**config.mk**
```make
export PLATFORM = sky130hd
export DESIGN_NAME = bin_io_ctrl
export DESIGN_NICKNAME = d
export VERILOG_FILES = /design/src/rtl/sat_bin_io_pkg.sv /design/src/rtl/idx_onehot.sv /design/src/rtl/bin_io_ctrl.sv
export SDC_FILE = /design/constraint.sdc
export NUM_CORES = 1
export LEC_CHECK = 0
export BUFFER_PORTS_ARGS = -buffer_cell sky130_fd_sc_hd__buf_2
export CAP_MARGIN = 20
export CORE_AREA = 4 4 428 430
export CTS_CLUSTER_SIZE = 8
export DETAILED_ROUTE_END_ITERATION = 8
export DIE_AREA = 0 0 432 434
export HOLD_SLACK_MARGIN = 0.02
export PLACE_DENSITY_LB_ADDON = 0.12
export SLEW_MARGIN = 20
export SYNTH_ARGS = -nofsm -noshare
export SYNTH_HDL_FRONTEND = slang
export SYNTH_SLANG_ARGS = --single-unit
export TNS_END_PERCENT = 100
```
**constraint.sdc**
```tcl
create_clock -name clk -period 2.2 [get_ports clk]
set_input_delay 0.55 -clock clk [delete_from_list [all_inputs] [get_ports clk]]
set_output_delay 0.55 -clock clk [all_outputs]
set_load 0.1 [all_outputs]
```
**src/rtl/sat_bin_io_pkg.sv**
```systemverilog
// rtl/sat_bin_io_pkg.sv - shared FSM states and state-word layout for bin_io_ctrl
package sat_bin_io_pkg;

    typedef enum logic [2:0] {
        IDLE,
        LD_ST,
        WR_ST,
        LD_C,
        RUN,
        WB_C,
        WB_ST,
        DONE
    } state_t;

    // Full state word: {lvl_states, vars_states}
    function automatic int state_width(input int nl, input int wl, input int nv, input int wv);
        return nl * wl + nv * wv;
    endfunction

    // vars_states occupy the low end of the state word
    function automatic int vars_offset();
        return 0;
    endfunction

    // lvl_states sit directly above the vars_states
    function automatic int lvl_offset(input int nv, input int wv);
        return nv * wv;
    endfunction

endpackage

```
**src/rtl/idx_onehot.sv**
```systemverilog
// rtl/idx_onehot.sv - clause index to one-hot row select
module idx_onehot #(
    parameter int N     = 8,
    parameter int IDX_W = 4
) (
    input  logic             en,
    input  logic [IDX_W-1:0] idx,
    output logic [N-1:0]     onehot
);

    localparam logic [N-1:0] ONE = N'(1);

    // Single hot bit at idx, all zero when not enabled
    always_comb begin
        onehot = '0;
        if (en) begin
            onehot = ONE << idx;
        end
    end

endmodule

```
**src/rtl/bin_io_ctrl.sv**
```systemverilog
// rtl/bin_io_ctrl.sv - moves one bin between clause/state memories and the engine
module bin_io_ctrl
    import sat_bin_io_pkg::*;
#(
    parameter int NUM_CLAUSES      = 8,
    parameter int NUM_VARS         = 8,
    parameter int NUM_LVLS         = 8,
    parameter int WIDTH_BIN_ID     = 10,
    parameter int WIDTH_VAR_STATES = 19,
    parameter int WIDTH_LVL_STATES = 11
) (
    input  logic                                          clk,
    input  logic                                          rst,
    input  logic                                          start_i,
    input  logic [WIDTH_BIN_ID-1:0]                       bin_id_i,
    output logic                                          done_o,
    output logic                                          cmem_en_o,
    output logic                                          cmem_we_o,
    output logic [WIDTH_BIN_ID+$clog2(NUM_CLAUSES)-1:0]   cmem_addr_o,
    input  logic [2*NUM_VARS-1:0]                         cmem_rdata_i,
    output logic [2*NUM_VARS-1:0]                         cmem_wdata_o,
    output logic                                          smem_en_o,
    output logic                                          smem_we_o,
    output logic [WIDTH_BIN_ID-1:0]                       smem_addr_o,
    input  logic [state_width(NUM_LVLS, WIDTH_LVL_STATES, NUM_VARS, WIDTH_VAR_STATES)-1:0] smem_rdata_i,
    output logic [state_width(NUM_LVLS, WIDTH_LVL_STATES, NUM_VARS, WIDTH_VAR_STATES)-1:0] smem_wdata_o,
    output logic                                          start_core_o,
    input  logic                                          done_core_i,
    output logic [NUM_CLAUSES-1:0]                        wr_carray_o,
    output logic [NUM_CLAUSES-1:0]                        rd_carray_o,
    output logic [2*NUM_VARS-1:0]                         clause_o,
    input  logic [2*NUM_VARS-1:0]                         clause_i,
    output logic [NUM_VARS-1:0]                           wr_var_states_o,
    output logic [NUM_VARS*WIDTH_VAR_STATES-1:0]          vars_states_o,
    input  logic [NUM_VARS*WIDTH_VAR_STATES-1:0]          vars_states_i,
    output logic [NUM_LVLS-1:0]                           wr_lvl_states_o,
    output logic [NUM_LVLS*WIDTH_LVL_STATES-1:0]          lvl_states_o,
    input  logic [NUM_LVLS*WIDTH_LVL_STATES-1:0]          lvl_states_i
);

    localparam int IW = $clog2(NUM_CLAUSES);
    localparam int VW = NUM_VARS * WIDTH_VAR_STATES;
    localparam int LW = NUM_LVLS * WIDTH_LVL_STATES;
    localparam int VO = vars_offset();
    localparam int LO = lvl_offset(NUM_VARS, WIDTH_VAR_STATES);

    // LD_C runs one extra cycle to absorb the clause memory read latency
    localparam logic [IW:0] LD_LAST = (IW + 1)'(NUM_CLAUSES);
    localparam logic [IW:0] WB_LAST = (IW + 1)'(NUM_CLAUSES - 1);
    localparam logic [IW:0] CNT_ONE = (IW + 1)'(1);

    state_t                  state;
    state_t                  next_state;
    logic [WIDTH_BIN_ID-1:0] bin_q;
    logic [IW:0]             cnt;
    logic                    run_first;
    logic                    oh_en;
    logic [IW:0]             oh_sel;
    logic [NUM_CLAUSES-1:0]  oh_row;

    // In LD_C the engine row lags the memory read by one cycle, hence cnt-1
    assign oh_en  = ((state == LD_C) && (cnt != '0)) || (state == WB_C);
    assign oh_sel = (state == LD_C) ? (cnt - CNT_ONE) : cnt;

    idx_onehot #(
        .N     (NUM_CLAUSES),
        .IDX_W (IW + 1)
    ) u_idx_onehot (
        .en     (oh_en),
        .idx    (oh_sel),
        .onehot (oh_row)
    );

    // State register, latched bin, row counter and first-RUN-cycle flag
    always_ff @(posedge clk) begin
        if (rst) begin
            state     <= IDLE;
            bin_q     <= '0;
            cnt       <= '0;
            run_first <= 1'b0;
        end else begin
            state     <= next_state;
            run_first <= (state == LD_C) && (cnt == LD_LAST);
            if ((state == IDLE) && start_i) begin
                bin_q <= bin_id_i;
            end
            if (state == LD_C) begin
                cnt <= (cnt == LD_LAST) ? '0 : cnt + CNT_ONE;
            end else if (state == WB_C) begin
                cnt <= (cnt == WB_LAST) ? '0 : cnt + CNT_ONE;
            end else begin
                cnt <= '0;
            end
        end
    end

    // Next-state sequencing; engine done only counts after the start pulse
    always_comb begin
        next_state = state;
        case (state)
            IDLE:    if (start_i) next_state = LD_ST;
            LD_ST:   next_state = WR_ST;
            WR_ST:   next_state = LD_C;
            LD_C:    if (cnt == LD_LAST) next_state = RUN;
            RUN:     if (done_core_i && !run_first) next_state = WB_C;
            WB_C:    if (cnt == WB_LAST) next_state = WB_ST;
            WB_ST:   next_state = DONE;
            DONE:    next_state = IDLE;
            default: next_state = IDLE;
        endcase
    end

    // Output decode; everything is forced quiet while rst is high
    always_comb begin
        done_o          = 1'b0;
        cmem_en_o       = 1'b0;
        cmem_we_o       = 1'b0;
        cmem_addr_o     = '0;
        cmem_wdata_o    = '0;
        smem_en_o       = 1'b0;
        smem_we_o       = 1'b0;
        smem_addr_o     = '0;
        smem_wdata_o    = '0;
        start_core_o    = 1'b0;
        wr_carray_o     = '0;
        rd_carray_o     = '0;
        clause_o        = '0;
        wr_var_states_o = '0;
        vars_states_o   = '0;
        wr_lvl_states_o = '0;
        lvl_states_o    = '0;
        if (!rst) begin
            case (state)
                LD_ST: begin
                    smem_en_o   = 1'b1;
                    smem_addr_o = bin_q;
                end
                WR_ST: begin
                    wr_var_states_o = '1;
                    wr_lvl_states_o = '1;
                    vars_states_o   = smem_rdata_i[VO +: VW];
                    lvl_states_o    = smem_rdata_i[LO +: LW];
                end
                LD_C: begin
                    if (cnt != LD_LAST) begin
                        cmem_en_o   = 1'b1;
                        cmem_addr_o = {bin_q, cnt[IW-1:0]};
                    end
                    if (cnt != '0) begin
                        wr_carray_o = oh_row;
                        clause_o    = cmem_rdata_i;
                    end
                end
                RUN: begin
                    start_core_o = run_first;
                end
                WB_C: begin
                    rd_carray_o  = oh_row;
                    cmem_en_o    = 1'b1;
                    cmem_we_o    = 1'b1;
                    cmem_addr_o  = {bin_q, cnt[IW-1:0]};
                    cmem_wdata_o = clause_i;
                end
                WB_ST: begin
                    smem_en_o    = 1'b1;
                    smem_we_o    = 1'b1;
                    smem_addr_o  = bin_q;
                    smem_wdata_o = {lvl_states_i, vars_states_i};
                end
                DONE: begin
                    done_o = 1'b1;
                end
                default: ;
            endcase
        end
    end

endmodule
```
# After elaboration in Yosys (flattened, before gate mapping)
# Cells that the tools add are included.
word_totals:
  elab_cells: 78
  ff_bits: 18
  input_bits: 526
  output_inout_bits: 573
classes:
  n_reduce_logical: 10
  muxes: 47
  add_sub_neg: 2
  eq_ne: 14
  n_shift: 1
ops:
  columns: ["cell", "n"]
  rows:
  - ["240-bit 2-to-1 mux", 2]
  - ["152-bit 2-to-1 mux", 2]
  - ["88-bit 2-to-1 mux", 2]
  - ["16-bit 2-to-1 mux", 5]
  - ["8-bit 2-to-1 mux", 8]
  - ["13-bit 2-to-1 mux", 2]
  - ["13-bit one-hot mux with 2 select lines", 1]
  - ["3-bit one-hot mux with 8 select lines", 1]
  - ["10-bit 2-to-1 mux", 2]
  - ["4-bit 2-to-1 mux", 5]
  - ["3-bit equality test, second input constant", 4]
  - ["1-bit 2-to-1 mux", 12]
  - ["3-bit 2-to-1 mux", 4]
  - ["1-bit by 4-bit left shift with 8-bit output, first input constant", 1]
  - ["3-bit by 2-bit equality test with 1-bit output, second input constant", 2]
  - ["4-bit by 1-bit adder with 4-bit output, second input constant", 1]
  - ["4-bit by 3-bit equality test with 1-bit output, second input constant", 1]
  - ["4-bit equality test, second input constant", 1]
  - ["1-bit logical AND", 4]
  - ["2-bit by 1-bit inequality test with 1-bit output, second input constant", 2]
  - ["2-bit inequality test, second input constant", 2]
  - ["4-bit inequality test, second input constant", 1]
  - ["4-bit AND reduction", 1]
  - ["4-bit nonzero test", 1]
  - ["other kinds (7)", 7]

# Depth between registers and ports, before layout
depth:
  depth_word: 7
  ltp_mapped: 8
  mapped_depth_nobuf: 6

# Modules after synthesis
# Synthesis repeated with hierarchy kept, for this count alone.
unflattened:
  cells_unflattened: 755
  hier_area_um2: 4912.2
by_module_without_submodules:
  columns: ["mod", "cells_per_inst", "instances", "area_per_inst_um2"]
  rows:
  - ["bin_io_ctrl", 742, 1, 4842.1]
  - ["idx_onehot", 13, 1, 70.1]

# Worst setup path after synthesis
# No wires, ideal clock.
synth_timing:
  kind: "flip-flop to output port"
  start: "reg cnt[0]"
  end: "out wr_carray_o[4]"
  arrival_time_ns: 3.363
  setup_slack_ns: -1.713
  n_path_buf: 1
  required_ns: 1.650
  path_stages_with_launch: 7
  path_cell_list: "dfxtp_1 > clkbuf_1 > inv_1 > ha_1 > nand4b_1 > mux2i_1 > nor3_1"
synth_between:
  elab_chain_cells: 7
synth_lines:
  columns: ["element", "line", "text"]
  rows:
  - ["start, declared", "bin_io_ctrl.sv:55", "logic [IW:0] cnt;"]
  - ["start signal, assigned", "bin_io_ctrl.sv:88", "cnt <= (cnt == LD_LAST) ? '0 : cnt + CNT_ONE;"]
  - ["start signal, assigned", "bin_io_ctrl.sv:90", "cnt <= (cnt == WB_LAST) ? '0 : cnt + CNT_ONE;"]
  - ["4-bit by 1-bit subtractor with 4-bit output or 4-bit nonzero test (tied branches)", "bin_io_ctrl.sv:63, bin_io_ctrl.sv:62, bin_io_ctrl.sv:149", null]
  - ["4-bit 2-to-1 mux or 1-bit logical AND (tied branches)", "bin_io_ctrl.sv:63, bin_io_ctrl.sv:62", null]
  - ["1-bit by 4-bit left shift with 8-bit output or 1-bit logical OR (tied branches)", "idx_onehot.sv:17, bin_io_ctrl.sv:62", null]
  - ["8-bit 2-to-1 mux", "idx_onehot.sv:16", "if (en) begin"]
  - ["8-bit 2-to-1 mux *", "bin_io_ctrl.sv:149", "if (cnt != '0) begin"]
  - ["8-bit 2-to-1 mux *", "bin_io_ctrl.sv:133", "case (state)"]
  - ["8-bit 2-to-1 mux *", "bin_io_ctrl.sv:132", "if (!rst) begin"]
  - ["end, declared", "bin_io_ctrl.sv:29", "output logic [NUM_CLAUSES-1:0] wr_carray_o,"]
# Mark *: on every way between the ends. The rest lies on a longest branch, timed or not.

# Worst setup path in the final report
layout_timing:
  start: "in rst"
  end: "out smem_wdata_o[9]"
layout_between:
  elab_chain_cells: 1
layout_lines:
  columns: ["element", "line", "text"]
  rows:
  - ["start, declared", "bin_io_ctrl.sv:13", "input logic rst,"]
  - ["240-bit 2-to-1 mux", "bin_io_ctrl.sv:132", null]
  - ["end, declared", "bin_io_ctrl.sv:26", "output logic [state_width(NUM_LVLS, WIDTH_LVL_STATES, NUM_VARS, WIDTH_VAR_STATES)-1:0] smem_wdata_o,"]
# Every way passes these cells.

==> summary.txt <==
Yosys Warn Count: 0
Final period util: 1.20
CP Buf/Inv Count: 7
Post-route setup slack: -0.435 ns
Lkg Pwr: 11.1 nW
Post-layout util: 0.147
Synth Area in Adders: 0.00504
Vias in the first global route: 10364
Share of layout cells above drive strength 1: 0.957
Metal-1 WL: 43400 µm
Synth Area in XOR/XNOR: 0.0106
IO Port Bufs: 1098
Syn Inst Count: 753
GRT Resource Usage Total: 0.114
Slew HR: 0.716
Final GP Congestion: 0.883
WS Path Type: primary input to output port
Commonest non-fill, non-tap cells in the layout: buf_12 (604), buf_2 (524), and2_4 (500), buf_4 (49), buf_16 (38)
Drt pass-1 iters: 4
Failing checks: setup timing
CTS Buf Count: 3
# hold bufs at CTS: 0
Main synth FF type: dfxtp_1
Pwr/cell area: 169 nW/µm²
Power Total: 4.48 mW
MaxCap Viol Count: 0
Post-route clock skew: 0.000925 ns
Worst min path class: flip-flop to flip-flop
CP dominant cell by count: buf_12
CP peak stage delay: 0.21 ns
WP depth: 10
Main combinational cell family by area after synthesis: simple AND/OR/NAND/NOR gates
Crit. End Element: output port
Finished Layout Cells: 4355
CTS sink cnt: 18
Via density: 2.36
Mux contribution to synthesized area: 0.0121
Die ar.: 187000 µm²
CTS clk-pin slew, worst paths: 0.06 ns
#FFs+latches synth: 18
Drc violations: 0
Compound-Gate Fraction of Synth Area: 0.0262
Die Y-Extent: 434 µm
Post-synth EDFFs: 0
Distinct cells, synth: 42
Synthesized area per cell: 6.60 µm²
Syn_nets: 1281
TritonCTS clock tree: done
Top Layer Used: met5
Fmax achieved: 380 MHz
RSZ-0062 raised after global routing: true
Hold Fails Final Rpt: 0
Worst vdd ir: 0.000174 V
# nets final: 2477
Row cnt: 156
Placed Area: 23900 µm²
Final Max Tran Viols: 0
# fillers: 20115
CP max-delay cell: nor3b_4
Clock latency at the later pin of the worst-skew pair: 0.27 ns
Final setup fails: 572
Worst-case reg-to-reg path depth: 7
Dpl ws: -0.561 ns
Initial core utilization: 0.0276
Met2 wire len: 57900 µm
FF-to-FF setup slack: 0.38 ns
GRT overflow: 0
Worst EP required: 1.65 ns
Post-DRT Antenna Nets: 0
Worst EP arrival: 2.09 ns
Async SR Flop Fraction: 0
Final wirelength: 116000 µm
Cell Chain, Critical Path: buf_8 > nand2b_4 > nor3b_4 > buf_12 > buf_16 > buf_12 > buf_12 > buf_16 > and2_4 > buf_12
H-Tree Depth: 1
Clock buffer depth: 2
DP HPWL: 103000 µm
Seq/Total Area, Yosys: 0.0725
WL/cell: 26.6 µm
First-pass GRT wire length: 135000 µm
Hold Crit Depth: 2
Worst path top cell family by delay: buffers and inverters
Design area: 26500 µm²
Least-Margin Pin Slew: 0.417 ns
Fin crit period: 2.64 ns
Via count: 10292
Startpoint Class: primary input
Area growth syn-to-layout: 432%
Cells after DPL: 4219
Chip Width: 432 µm
DRT iter0 DRCs: 318
Simple-Gate Fraction of Synth Area: 0.769
Critical path fanouts, max: 10
Io pins: 1099
Commonest non-fill, non-tap cell in the layout: buf_12
Metal3 WL: 12900 µm
Initial antenna violation count: 137
Status: complete, but fails checks
Pin count of the biggest net entering global routing: 39
CTS root buf: clkbuf_16
Post-synthesis cell area: 4970 µm²
Core ar.: 180000 µm²
[state kept, by name (all words and copies together) (netlist names)]
register,cells
bin_q,10
cnt,4
run_first,1
state,3
[layout make-up]
cell class / instances / area (µm²) / share of cell area
inverters: 3 / 13.8 / 0.000520
multi-input cells: 649 / 5780 / 0.219
repair buffers: 1274 / 17100 / 0.648
well taps: 2370 / 2970 / 0.112
flip-flops and latches: 18 / 373 / 0.0141
diodes: 37 / 92.6 / 0.00350
clock buffers: 4 / 88.8 / 0.00336
[layer usage]
metal	up-vias	track usage
li1	4730	-
met1	4715	0.130
met2	630	0.202
met3	185	0.0497
met4	32	0.00830
met5	-	0
[path summary, 6_finish.rpt]
kind	start	end
setup / recovery	rst	smem_wdata_o[9]
hold / removal	bin_q[3]	bin_q[3]
setup reg to reg	state[2]	state[0]
hold reg to reg	bin_q[3]	bin_q[3]
[cells by family (layout without fill, tap and decap cells)]
| family | Yosys count | in the layout |
|---|---|---|
| XOR/XNOR | 6 | 6 |
| buffers and inverters | 86 | 1281 |
| other | 0 | 37 |
| AND/OR/NAND/NOR | 616 | 616 |
| adder cells (fa/ha/maj) | 2 | 2 |
| multiplexers | 6 | 6 |
| flip-flops | 18 | 18 |
| AO/OA/AOI/OAI | 19 | 19 |
[worst min-delay path, cell delays in order (launching register included)]
cell     delay (ns)
dfxtp_1        0.32
nand2_1        0.05
a21oi_1        0.05
[metrics by stage]
step / hold slack (ns) / TNS, ns
floorplan: 0.440 / -76.35
global placement: 0.459 / -254.53
detailed placement: 0.466 / -255.02
CTS: 0.475 / -227.30
global route: 0.501 / -222.09
finish: 0.471 / -183.98
[cell usage after synthesis (9+ instances only)]
cell / count / area [µm²]
nor2_1: 9 / 33.8
and2_1: 536 / 3350
buf_2: 20 / 100
a21oi_1: 13 / 65.1
buf_4: 19 / 143
nor3_1: 18 / 90.1
clkbuf_2: 20 / 100
nand2_1: 23 / 86.3
clkbuf_1: 14 / 52.6
dfxtp_1: 18 / 360
buf_6: 10 / 113
[report_power, final]
part / internal, mW / switching, mW / total [mW]
Clock: 0.278 / 0.161 / 0.439
Sequential: 0.344 / 0.0199 / 0.364
Combinational: 1.55 / 2.12 / 3.67
Total: 2.18 / 2.30 / 4.48
[what timing repair did]
action                     CTS  global route
buffers inserted            43            16
gates resized for setup    127            90
cloned                      26            26
pin swaps                   44            81
setup endpoints to repair  572           572
Note: power is estimated with default switching activity, not from simulation.
